==> src/rtl/pulse_qualifier_synch.sv <==
// Pulse qualifier: debounces a synchronous level, emits one-cycle rise/fall
// strobes and reports the qualified high duration in clock cycles.
module pulse_qualifier_synch #(
    parameter int unsigned par_T_qual_val  = 4,
    parameter int unsigned par_T_qual_bits = $clog2(par_T_qual_val),
    parameter int unsigned par_width_bits  = 16
) (
    input  logic                      i_clk,
    input  logic                      i_rst,
    input  logic                      i_x,
    output logic                      o_level,
    output logic                      o_pulse_rise,
    output logic                      o_pulse_fall,
    output logic [par_width_bits-1:0] o_width,
    output logic                      o_width_valid
);

    if (par_T_qual_val < 2) begin : g_bad_qual
        $error("pulse_qualifier_synch: par_T_qual_val must be >= 2");
    end

    typedef enum logic [1:0] {
        ST_LOW,
        ST_QUAL_HI,
        ST_HIGH,
        ST_QUAL_LO
    } state_e;

    localparam int unsigned SumBits = par_width_bits + par_T_qual_bits + 1;

    // Timer value seen on the edge that delivers the Nth equal sample.
    localparam logic [par_T_qual_bits-1:0] TimerLast = par_T_qual_bits'(par_T_qual_val - 2);
    localparam logic [par_T_qual_bits-1:0] TimerMax  = par_T_qual_bits'(par_T_qual_val - 1);
    localparam logic [par_width_bits-1:0]  WidthMax  = '1;
    localparam logic [par_width_bits-1:0]  WidthOne  = par_width_bits'(1);

    state_e                      state_q, state_d;
    logic [par_T_qual_bits-1:0]  timer_q, timer_d;
    logic [par_width_bits-1:0]   width_cnt_q, width_cnt_d;
    logic [par_width_bits-1:0]   width_cnt_inc;
    logic [SumBits-1:0]          glitch_sum;
    logic [par_width_bits-1:0]   glitch_width;

    logic                        level_q, level_d;
    logic                        rise_q, rise_d;
    logic                        fall_q, fall_d;
    logic                        valid_q, valid_d;
    logic [par_width_bits-1:0]   width_q, width_d;

    assign width_cnt_inc = (width_cnt_q == WidthMax) ? width_cnt_q : width_cnt_q + WidthOne;

    // A rejected low glitch of (timer_q + 1) samples plus the current high sample
    // all belong to the high period.
    assign glitch_sum   = SumBits'(width_cnt_q) + SumBits'(timer_q) + SumBits'(2);
    assign glitch_width = (glitch_sum > SumBits'(WidthMax)) ? WidthMax
                                                            : glitch_sum[par_width_bits-1:0];

    always_comb begin
        state_d     = state_q;
        width_cnt_d = width_cnt_q;
        rise_d      = 1'b0;
        fall_d      = 1'b0;
        valid_d     = 1'b0;
        width_d     = width_q;

        unique case (state_q)
            ST_LOW: begin
                if (i_x) begin
                    state_d     = ST_QUAL_HI;
                    width_cnt_d = WidthOne;
                end
            end
            ST_QUAL_HI: begin
                if (!i_x) begin
                    state_d = ST_LOW;
                end else begin
                    width_cnt_d = width_cnt_inc;
                    if (timer_q == TimerLast) begin
                        state_d = ST_HIGH;
                        rise_d  = 1'b1;
                    end
                end
            end
            ST_HIGH: begin
                if (!i_x) begin
                    state_d = ST_QUAL_LO;
                end else begin
                    width_cnt_d = width_cnt_inc;
                end
            end
            ST_QUAL_LO: begin
                if (i_x) begin
                    state_d     = ST_HIGH;
                    width_cnt_d = glitch_width;
                end else if (timer_q == TimerLast) begin
                    state_d = ST_LOW;
                    fall_d  = 1'b1;
                    valid_d = 1'b1;
                    width_d = width_cnt_q;
                end
            end
        endcase

        if (state_d != state_q) begin
            timer_d = '0;
        end else if (timer_q == TimerMax) begin
            timer_d = timer_q;
        end else begin
            timer_d = timer_q + par_T_qual_bits'(1);
        end

        level_d = (state_d == ST_HIGH) || (state_d == ST_QUAL_LO);
    end

    always_ff @(posedge i_clk) begin
        if (i_rst) begin
            state_q     <= ST_LOW;
            timer_q     <= '0;
            width_cnt_q <= '0;
            level_q     <= 1'b0;
            rise_q      <= 1'b0;
            fall_q      <= 1'b0;
            valid_q     <= 1'b0;
            width_q     <= '0;
        end else begin
            state_q     <= state_d;
            timer_q     <= timer_d;
            width_cnt_q <= width_cnt_d;
            level_q     <= level_d;
            rise_q      <= rise_d;
            fall_q      <= fall_d;
            valid_q     <= valid_d;
            width_q     <= width_d;
        end
    end

    assign o_level       = level_q;
    assign o_pulse_rise  = rise_q;
    assign o_pulse_fall  = fall_q;
    assign o_width       = width_q;
    assign o_width_valid = valid_q;

endmodule
==> config.mk <==
export PLATFORM = sky130hd
export DESIGN_NAME = pulse_qualifier_synch
export DESIGN_NICKNAME = d
export VERILOG_FILES = /design/src/rtl/pulse_qualifier_synch.sv
export SDC_FILE = /design/constraint.sdc
export NUM_CORES = 1
export LEC_CHECK = 0
export CORE_MARGIN = 3
export CORE_UTILIZATION = 52
export DETAILED_ROUTE_END_ITERATION = 6
export PLACE_DENSITY_LB_ADDON = 0.08
export SLEW_MARGIN = 20
export SYNTH_ARGS = -nofsm -noshare
export SYNTH_HDL_FRONTEND = slang
export SYNTH_SLANG_ARGS = --single-unit
==> constraint.sdc <==
create_clock -name i_clk -period 2.29 [get_ports i_clk]
set_clock_uncertainty 0.05 [all_clocks]
set_input_delay 0.687 -clock i_clk [delete_from_list [all_inputs] [get_ports i_clk]]
set_output_delay 0.687 -clock i_clk [all_outputs]
set_load 0.02 [all_outputs]
==> flow_summary.json, run 1 <==
{
  "min_path_type": "flip-flop to flip-flop",
  "rr_endpoint": "width_cnt_q[13]$_SDFFE_PP0P_",
  "synth.avg_cell_area_um2": 7.586,
  "yosys_register_bits": 38,
  "max_freq_ghz": 0.4530,
  "r2r_start": "timer_q[1]$_SDFFE_PP0P_",
  "clk_pin_slew_ns": 0.08,
  "critPathMaxFanout": 3,
  "vias": 2657,
  "nets": 389,
  "grt_pass1_vias": 2335,
  "cts.path.max_buffers": 2,
  "finalMaxSlewViolations": 0,
  "io_pins": 23,
  "yosysUniqueCellTypes": 57,
  "synth_warnings": 0,
  "synth-edff-count": 0,
  "hold_buffers": 0,
  "hold_viol": 0,
  "drt_first_pass_iters": 6,
  "crit_chain": "inv_2 -> ha_4 -> inv_2 -> ha_4 -> inv_2 -> fa_2 -> nand2b_4 -> nor4_4 -> xnor2_1 -> a221oi_2 -> o32ai_2",
  "place.gp.congestion": 0.9564,
  "cts_tree": "yes",
  "clock_sinks": 38,
  "worst_slack_ns": 0.08228,
  "setup_viol": 0,
  "yosysSeqAreaShare_pct": 30.20,
  "port-buffer-count": 22,
  "n_fill_cell": 387,
  "whs_endpoint": "o_width[9]$_SDFFE_PP0P_",
  "clk_latency_ns": 0.30,
  "n_antenna_cell": 0,
  "async_flop_share_pct": 0,
  "synth_flop_cell": "dfxtp_1",
  "cts_root_buf": "clkbuf_8",
  "hp-start": "o_width[9]$_SDFFE_PP0P_",
  "min_period_ns": 2.208,
  "place_inst": 418,
  "start_util_pct": 55.92,
  "yosys.area.top_type_share_pct": 30.20,
  "path_common_cell": "inv_2",
  "place_ws_ns": -0.1904,
  "r2r_cells": 11,
  "crit_arrival_ns": 2.34,
  "final_layout_size_suffix_gt1_share_pct": 20.32,
  "post-route-drc-count": 0,
  "min_path_cells": 2,
  "avgViaCountPerCell": 6.237,
  "die_h_um": 75.60,
  "routed_wl_um": 6939,
  "r2r_slack_ns": 0.08,
  "end_kind": "flip-flop",
  "stdcell_count": 426,
  "power.density_nw_per_um2": 476.0,
  "ir_drop_v": 0.0002445,
  "track_usage_pct": 25.29,
  "wl_per_cell_um": 16.29,
  "hpwl_um": 5022,
  "crit_family": "adder cells",
  "synth_cells": 332,
  "synth_area_um2": 2519,
  "maxCapViolations": 0,
  "antenna_found_initial": 0,
  "slowest_stage": "dfxtp_2",
  "row_count": 24,
  "grt_pass1_wl_um": 11050,
  "cp.required_ns": 2.42,
  "path_buf_inv": 3,
  "area_growth_pct": 27.62,
  "core_region_area_um2": 4504,
  "ant_nets": 0,
  "cp-start-kind": "flip-flop",
  "die_area_um2": 5715,
  "grt_max_degree": 17,
  "grt_remaining_overflow": 0,
  "synth_nets": 348,
  "p_leak_nw": 1.183,
  "timing.final.crit_share_pct": 96.41,
  "status": "finished, final reports clean",
  "die_w_um": 75.60,
  "h-tree-depth": 2,
  "max-slew-margin-rel_pct": 57.12,
  "cts-buffers-inserted": 5,
  "worstMarginPinSlew_ns": 0.6432,
  "drt_iter0_drc": 305,
  "slowest_delay_ns": 0.34,
  "yosysTopAreaCell": "dfxtp_1",
  "critPathKind": "flip-flop to flip-flop",
  "synthTopCellsByArea": "dfxtp_1, nand2_1, ha_1"
}
==> worst max-delay path by stage <==
| stage | from | to | slack, ns | depth (start not counted) |
|---|---|---|---|---|
| 2_1_floorplan | timer_q[1]$_SDFFE_PP0P_ | width_cnt_q[13]$_SDFFE_PP0P_ | 0.02 | 11 |
| 5_1_grt | timer_q[1]$_SDFFE_PP0P_ | width_cnt_q[13]$_SDFFE_PP0P_ | -0.02 | 11 |
| 3_5_place_dp | i_x | timer_q[1]$_SDFFE_PP0P_ | -0.19 | 6 |
| 6_report | timer_q[1]$_SDFFE_PP0P_ | width_cnt_q[13]$_SDFFE_PP0P_ | 0.08 | 11 |
| 3_3_place_gp | i_x | timer_q[0]$_SDFFE_PP0P_ | -0.11 | 6 |
| 4_1_cts | timer_q[1]$_SDFFE_PP0P_ | width_cnt_q[13]$_SDFFE_PP0P_ | 0.003 | 11 |
==> worst reg2reg max path: cells and delay by family, from the launching register on <==
family,cells,cell delay (ns)
adder cells (fa/ha/maj),3,0.70
AO/OA/AOI/OAI,2,0.38
flip-flops,1,0.34
AND/OR/NAND/NOR,2,0.34
buffers and inverters,3,0.15
XOR/XNOR,1,0.12
==> synthesized netlist by cell type (all sizes together), types with 8 or more instances <==
cell type / n
a211oi: 9
nand2: 53
nand3: 11
ha: 12
o21ai: 20
nand4: 11
clkbuf: 14
a21oi: 29
dfxtp: 38
nor2: 20
nor3: 8
inv: 19
buf: 13
==> cells in the final DEF (no fill, tap or decap), types with 8 or more instances in the layout <==
cell type and n:
clkdlybuf4s50_1 22, dfxtp_1 35, nand3_1 10, nor2_1 19, inv_1 16, nor3_1 8
buf_4 38, nand4_1 9, a21oi_1 28, ha_1 9, nand2_1 53, o21ai_0 16
==> cell type report <==
type	instances	area (um2)	area share, %
multi-input combinational	248	1679	52.24
sequential	38	764.5	23.78
timing repair buffer	61	525.5	16.35
inverter	19	71.32	2.219
clock buffer	5	68.82	2.141
tap	52	65.06	2.024
clock inverter	3	40.04	1.246
==> registers in the layout, summed over array words and instances, names as in the netlist <==
register / count
state_q: 2
o_width_valid: 1
o_pulse_rise: 1
o_width: 16
timer_q: 2
width_cnt_q: 16
==> per-stage QoR <==
step                      utilization, %  power (mW)  setup TNS, ns  hold WS (ns)  instance area (um2)
final                              71.36       1.530              0        0.4048                 3214
after floorplan                        -      0.8629              0        0.4315                 2545
after global routing               71.36       1.596       -0.03234        0.4299                 3214
after CTS                          69.81       1.514              0        0.4086                 3144
after detailed placement           66.81      0.9472         -2.955        0.3981                 3009
after global placement             66.81      0.9422         -1.548        0.3912                 3009
==> routing by layer <==
layer	routed length (um)	part of all wire (%)	vias up	global-route usage [%]
met2	3155	45	120	40.08
met3	507	7.3	20	5.409
li1	-	-	1282	-
met4	104	1.5	0	5.437
met5	0	0	-	0
met1	3172	46	1235	35.42
==> power by group <==
part	internal (mW)	total [mW]	switching (mW)
logic	0.116	0.271	0.155
clock network	0.321	0.569	0.249
registers	0.675	0.689	0.0139
==> repair_timing <==
item                                    in CTS  in global routing
buffers inserted                             0                  0
endpoints found under the setup margin       4                 11
pin swaps                                    6                  1
gates resized for setup                      6                 15
==> logic make-up after synthesis <==
logic type,Yosys count,share of synthesized area [%]
compound gates,97,25.49
xor+xnor,6,2.086
fa+ha+maj,13,6.756
buf+inv,46,7.849
flops,38,30.20
mux,1,0.3974
simple gates,131,27.22
Power figures use the tool's default switching activity.
==> run 2: changes to the inputs <==
--- a/config.mk
+++ b/config.mk
@@ -9,6 +9,7 @@
 export CORE_UTILIZATION = 52
 export DETAILED_ROUTE_END_ITERATION = 6
 export PLACE_DENSITY_LB_ADDON = 0.08
+export SETUP_SLACK_MARGIN = 0.2
 export SLEW_MARGIN = 20
 export SYNTH_ARGS = -nofsm -noshare
 export SYNTH_HDL_FRONTEND = slang
==> flow_summary.json, run 2 (synthesized netlist as in run 1, its figures left out) <==
{
  "min_period_ns": 2.174,
  "slowest_delay_ns": 0.37,
  "min_path_type": "flip-flop to flip-flop",
  "place_inst": 422,
  "place_ws_ns": -0.2103,
  "n_antenna_cell": 0,
  "hpwl_um": 5198,
  "vias": 2644,
  "maxCapViolations": 0,
  "grt_setup_unrepaired": "yes",
  "row_count": 24,
  "hold_ws_ns": 0.4036,
  "final_common_cell": "nand2_1",
  "hold_viol": 0,
  "hp-start": "o_width[10]$_SDFFE_PP0P_",
  "nets": 396,
  "avgViaCountPerCell": 6.106,
  "port-buffer-count": 22,
  "antenna_found_initial": 0,
  "end_kind": "flip-flop",
  "status": "finished, final reports clean",
  "p_leak_nw": 1.235,
  "critPathKind": "flip-flop to flip-flop",
  "routed_wl_um": 7104,
  "max-slew-margin-rel_pct": 70.67,
  "crit_arrival_ns": 2.30,
  "power.density_nw_per_um2": 433.9,
  "cts_root_buf": "clkbuf_8",
  "cts-buffers-inserted": 5,
  "grt_pass1_vias": 2351,
  "io_pins": 23,
  "finalMaxSlewViolations": 0,
  "drt_iter0_drc": 269,
  "crit_chain": "inv_2 -> ha_4 -> inv_2 -> ha_4 -> inv_2 -> fa_2 -> nand2b_4 -> nor4_4 -> xnor2_1 -> a221oi_2 -> o32ai_1",
  "wl_per_cell_um": 16.41,
  "final_core_utilization_pct": 73.22,
  "final_layout_size_suffix_gt1_share_pct": 23.62,
  "critPathMaxFanout": 4,
  "setup_viol": 0,
  "r2r_start": "timer_q[1]$_SDFFE_PP0P_",
  "max_freq_ghz": 0.4600,
  "timing.final.crit_share_pct": 94.93,
  "n_fill_cell": 383,
  "post-route-drc-count": 0,
  "area_growth_pct": 30.95,
  "clk_latency_ns": 0.30,
  "stdcell_count": 433,
  "placedInstanceArea_um2": 3087,
  "die_w_um": 75.60,
  "worst_slack_ns": 0.1162,
  "start_util_pct": 55.92,
  "grt_max_degree": 23,
  "tns_ns": 0,
  "h-tree-depth": 2,
  "cts.path.max_buffers": 2,
  "grt_remaining_overflow": 0,
  "finalPower_mw": 1.431,
  "fin_area_um2": 3298,
  "clock_sinks": 38,
  "clk_pin_slew_ns": 0.07,
  "path_common_cell": "inv_2",
  "drt_first_pass_iters": 5,
  "cts_tree": "yes",
  "cp-start-kind": "flip-flop",
  "final_cell_mix": "nand2_1, buf_4, dfxtp_1, a21oi_1, clkdlybuf4s50_1",
  "worstMarginPinSlew_ns": 0.4387,
  "crit_start": "timer_q[1]$_SDFFE_PP0P_",
  "cp.required_ns": 2.42,
  "die_h_um": 75.60,
  "ant_nets": 0,
  "track_usage_pct": 25.63,
  "place.gp.congestion": 0.9311,
  "grt_pass1_wl_um": 11300,
  "die_area_um2": 5715,
  "slowest_stage": "fa_2",
  "ir_drop_v": 0.0002524,
  "core_region_area_um2": 4504
}
run 2: repair_timing:
item                                    4_1_cts  5_1_grt
pin swaps                                     2        6
gates resized for setup                      10       12
hold buffers                                  0        0
setup buffers                                 0        3
gates cloned                                  0        0
endpoints found under the setup margin       16       32
run 2: worst paths after layout:
kind | to | slack [ns] | cells after the start
max | width_cnt_q[13]$_SDFFE_PP0P_ | 0.12 | 11
min | o_width[10]$_SDFFE_PP0P_ | 0.40 | 2
max reg2reg | width_cnt_q[13]$_SDFFE_PP0P_ | 0.12 | 11
min reg2reg | o_width[10]$_SDFFE_PP0P_ | 0.40 | 2
run 2: final cells by class:
class	count	area, um2	area share (%)
sequential	38	767.0	23.25
clock inverter	2	10.01	0.3035
inverter	19	71.32	2.162
multi-input combinational	248	1717	52.05
timing repair buffer	68	595.6	18.06
tap	52	65.06	1.973
clock buffer	6	72.57	2.200
run 2: metal layers:
metal,track usage [%],share of wire (%),up-vias
met5,0,0,-
met4,9.126,2.3,0
li1,-,-,1296
met1,34.75,45,1197
met3,5.805,6.9,16
met2,39.98,46,135
run 2: power by group:
group | internal, mW | leakage, nW | switching [mW]
logic | 0.124 | 0.882 | 0.160
clock network | 0.211 | 0.0450 | 0.246
registers | 0.675 | 0.309 | 0.0152
total | 1.01 | 1.24 | 0.421
run 2: worst max-delay path, delay by kind of cell, from the launching register on:
kind                     cells  cell delay, ns
buffers and inverters        3            0.12
AO/OA/AOI/OAI                2            0.37
flip-flops                   1            0.34
AND/OR/NAND/NOR              2            0.34
XOR/XNOR                     1            0.11
adder cells (fa/ha/maj)      3            0.71
==> variant 1: new RTL, flow settings as in run 1 <==
`par_T_qual_val`: 4 -> 8.
--- a/src/rtl/pulse_qualifier_synch.sv
+++ b/src/rtl/pulse_qualifier_synch.sv
@@ -3,3 +3,3 @@
 module pulse_qualifier_synch #(
-    parameter int unsigned par_T_qual_val  = 4,
+    parameter int unsigned par_T_qual_val  = 8,
     parameter int unsigned par_T_qual_bits = $clog2(par_T_qual_val),
Behaviour: not the same (a bounded check fails within 10 cycles, from zero or initial values and one cycle with i_rst high).
==> variant 1 against run 1 <==
- the flow now finishes with violations (negative setup slack)
- power shrank 2.9%
- global-route usage is 1.3 points higher
- critical path depth up 1
- sequential cell count increased by 1
- routed wire length grew 3.7%
- synthesized area down 2.1%
- design area is 3.2% higher
- first-iteration DRC count down 14%
- sequential share of layout area down 0.14 points
- hold slack lost 1.1 ps
- worst setup slack worse by 120 ps
- critical endpoint is now width_cnt_q[11]
- largest cell class unchanged
- largest power group unchanged
==> variant 1: results (changes against run 1) <==
synth:
  synth_common_cells: "54 x nand2_1, 39 x dfxtp_1, 33 x a21oi_1, 21 x o21ai_0"
  syn-num-nets: 341  # -2.0%
  synth_edf_count: 0  # unchanged
  ys_types: 60  # +5.3%
  synth_area_leaders: "dfxtp_1 32%, nand2_1 8.2%, ha_1 7.6%"
  syn_area_per_cell_um2: 7.65  # +0.90%
  ys_seq_area_frac: 0.317  # +0.0147
  synth_flop_cell: "dfxtp_1"
  yosysTopAreaCellShare: 0.317  # +0.0147
placed_design:
  dp_slack_ps: -243  # -52.2 ps
  dp.final_hpwl_um: 5280  # +5.2%
  dp.cells: 423  # +1.2%
  place_congestion: 1.01  # +6.1%
  place_area_um2: 3020  # +0.21%
cells_and_area:
  fillCellCount: 335  # -13%
  instances_no_fill: 434  # +1.9%
  drive_gt1_frac: 0.280  # +0.0769
  layout.nets: 400  # +2.8%
route:
  first_pass_iters: 5  # -1
  wl_met2_um: 3260  # +3.2%
  wl_met1_um: 3170  # about the same
  vias: 2590  # -2.5%
  wl_met3_um: 532  # +4.9%
  drt_iter0_markers: 262  # -14%
  drt_wl_total_um: 7190  # +3.7%
sta:
  setup_ws_ps: -41.1  # -123 ps
  setup_viol: 2  # +2
  hold_ws_ps: 404  # -1.09 ps
  final.setup.tns_ps: -45.6  # -45.6 ps
  relSlewSlack: 0.756  # +0.185
power:
  p_leak_nw: 1.18  # -0.39%
  ir_drop_v: 0.000261  # +6.7%
critical_path:
  worstPathArrival_ps: 2510  # +170 ps
global_routing:
  grt_pass1_vias: 2374  # +1.7%
  globalRouteTotalUtil: 0.266  # +0.0132
  grt_pass1_wl_um: 11300  # +2.0%
  grt_start_max_net_pins: 23  # +6
clock_network:
  cts.repair.resized: 12  # +6
  cts_setup_buffers: 2  # +2
status:
  status: "finished, violations left"
  violations: "negative setup slack"
variant 1: worst max-delay path: stages (launching register included):
cell and delay [ps]:
dfxtp_2 350, inv_2 50, ha_4 230, inv_2 60, ha_4 120, inv_2 40, fa_2 380, nor2b_4 180
o21bai_4 80, or4_1 410, a21oi_1 160, o21ai_1 90, o21ai_1 90
variant 1: path summary, 6_finish.rpt:
| path | start | end | cells after the start |
|---|---|---|---|
| min | o_width[2] | o_width[2] | 2 |
| max | timer_q[1] | width_cnt_q[11] | 12 |
| max reg2reg | timer_q[1] | width_cnt_q[11] | 12 |
| min reg2reg | o_width[2] | o_width[2] | 2 |
variant 1: cell type report:
| class | count | area (um^2) | share of cell area |
|---|---|---|---|
| Multi-Input combinational cell | 244 | 1670 | 0.503 |
| Sequential cell | 39 | 785 | 0.236 |
| Timing Repair Buffer | 73 | 614 | 0.185 |
| Clock buffer | 6 | 82.6 | 0.0249 |
| Inverter | 18 | 67.6 | 0.0204 |
| Tap cell | 52 | 65.1 | 0.0196 |
| Clock inverter | 2 | 35.0 | 0.0106 |
variant 1: kinds of logic (layout without fill, tap and decap cells):
group           Yosys count  after routing  synth area share
flops                    39             39             0.317
xor+xnor                  5              5            0.0178
simple gates            125            125             0.255
fa+ha+maj                16             16            0.0843
mux                       1              1           0.00406
compound gates           97             97             0.252
buf+inv                  39             99            0.0706
variant 1: routing by layer:
| metal | track usage | vias to the layer above |
|---|---|---|
| met5 | 0 | - |
| met4 | 0.121 | 0 |
| met3 | 0.0427 | 28 |
| met2 | 0.429 | 124 |
| met1 | 0.348 | 1181 |
| li1 | - | 1257 |
variant 1: report_power, final:
group          internal (mW)  switching (mW)  total (mW)
registers              0.686         0.00644       0.692
logic                 0.0831           0.102       0.185
clock network          0.353           0.255       0.608
==> variant 2: new RTL, settings of run 1 <==
Made on the original files. Register the output `o_width` once more, cleared by the reset; this adds one clock of latency there. The other outputs are not delayed to match.
--- a/src/rtl/pulse_qualifier_synch.sv
+++ b/src/rtl/pulse_qualifier_synch.sv
@@ -139,3 +139,9 @@
     assign o_pulse_fall  = fall_q;
-    assign o_width       = width_q;
+    always_ff @(posedge i_clk) begin
+        if (i_rst) begin
+            o_width <= '0;
+        end else begin
+            o_width <= width_q;
+        end
+    end
     assign o_width_valid = valid_q;
Check against the original RTL: not equivalent (Yosys sat finds a counterexample within 10 cycles, from zero or initial values and one cycle with i_rst high).
==> variant 2 against run 1 <==
- the flow now finishes with violations (negative setup slack)
- count of clock-buffer cells in the layout up 1
- design area up 10%
- global-route usage down 1.7 points
- sequential cell count up 16
- synthesized area up 12%
- power up 9.8%
- largest cell class unchanged
- clock power down 9.0%
- hold slack better by 12 ps
- combinational power down 23%
- final cell count up 2.8%
- first-iteration DRC count down 15%
- worst setup slack worse by 130 ps
- routed wire length up 1.2%
==> variant 2: results (changes against run 1) <==
status:
  status: "finished, violations left"
  violations: "negative setup slack"
route:
  drt_iter0_markers: 260  # -15%
  avgViaCountPerCell: 5.99  # -3.9%
power:
  ir_drop_v: 0.000268  # +9.6%
  powerSeq_uw: 955  # +39%
  p_leak_nw: 1.40  # +18%
clock_network:
  cts.repair.resized: 11  # +5
  path_clk_slew_ps: 100  # +20 ps
  cts_setup_buffers: 3  # +3
  clock_sinks: 54  # +42%
synth:
  ys_types: 63  # +11%
  async_reset_ff_frac: 0  # unchanged
  synth_common_cells: "54 x dfxtp_1, 20 x nor2b_1, 18 x inv_1, 17 x nand2_1"
  syn-num-nets: 333  # -4.3%
  ys_seq_area_frac: 0.382  # +0.0799
  yosysMostFrequentCell: "dfxtp_1"
  syn_area_um2: 2830  # +12%
sta:
  relSlewSlack: 0.723  # +0.151
  hold_ws_ps: 417  # +12.1 ps
  setup_viol: 3  # +3
  setup_ws_ps: -46.4  # -129 ps
placed_design:
  dp.cells: 425  # +1.7%
  place_area_um2: 3320  # +10%
  dp_slack_ps: -195  # -4.73 ps
  place_congestion: 0.944  # -1.3%
cells_and_area:
  drive_gt1_frac: 0.234  # +0.0305
  final-clk-cell-share: 0.0244  # -0.00944
  area_growth_pct: 24.9
  fillCellCount: 426  # +10%
  instances_no_fill: 438  # +2.8%
  ff_latch_area_um2: 1080  # +42%
  layout.nets: 383  # -1.5%
  multiInputGateArea_um2: 1630  # -2.7%
  nonClkBufAreaFrac: 0.161  # -0.00243
  multi_input_gates: 219  # -12%
  clock_buffer_count: 6  # +1
hold_path:
  holdPathEnd: "o_width[5]"
  hold_depth: 1  # -1
global_routing:
  grt_pass1_wl_um: 11700  # +5.9%
  globalRouteTotalUtil: 0.236  # -0.0174
critical_path:
  critPathSlowestCell: "fa_2"
  worstPathArrival_ps: 2490  # +150 ps
  critPathMaxFanout: 5  # +2
  r2r-start: "width_cnt_q[1]"
[variant 2: cell types whose count changed in the layout (fill, tap and decap cells not counted), moves of 6 or more]
| cell | change |
|---|---|
| dfxtp_1 | +17 |
| nand4_1 | -6 |
| buf_4 | +7 |
| a21oi_1 | -15 |
| a211oi_1 | -7 |
| nor2b_1 | +20 |
| o22a_1 | +16 |
| nand2_1 | -36 |
[variant 2: metal layers]
layer	up-vias	wire length [um]	track usage
li1	1265	-	-
met1	1219	3080	0.304
met2	120	3260	0.380
met3	20	476	0.0508
met4	0	207	0.0997
met5	-	0	0
[variant 2: logic make-up after synthesis]
kind of cell,after synthesis,synth area share
AO/OA/AOI/OAI,96,0.250
XOR/XNOR,6,0.0186
adder cells (fa/ha/maj),13,0.0601
buffers and inverters,44,0.0729
flip-flops,54,0.382
AND/OR/NAND/NOR,104,0.217
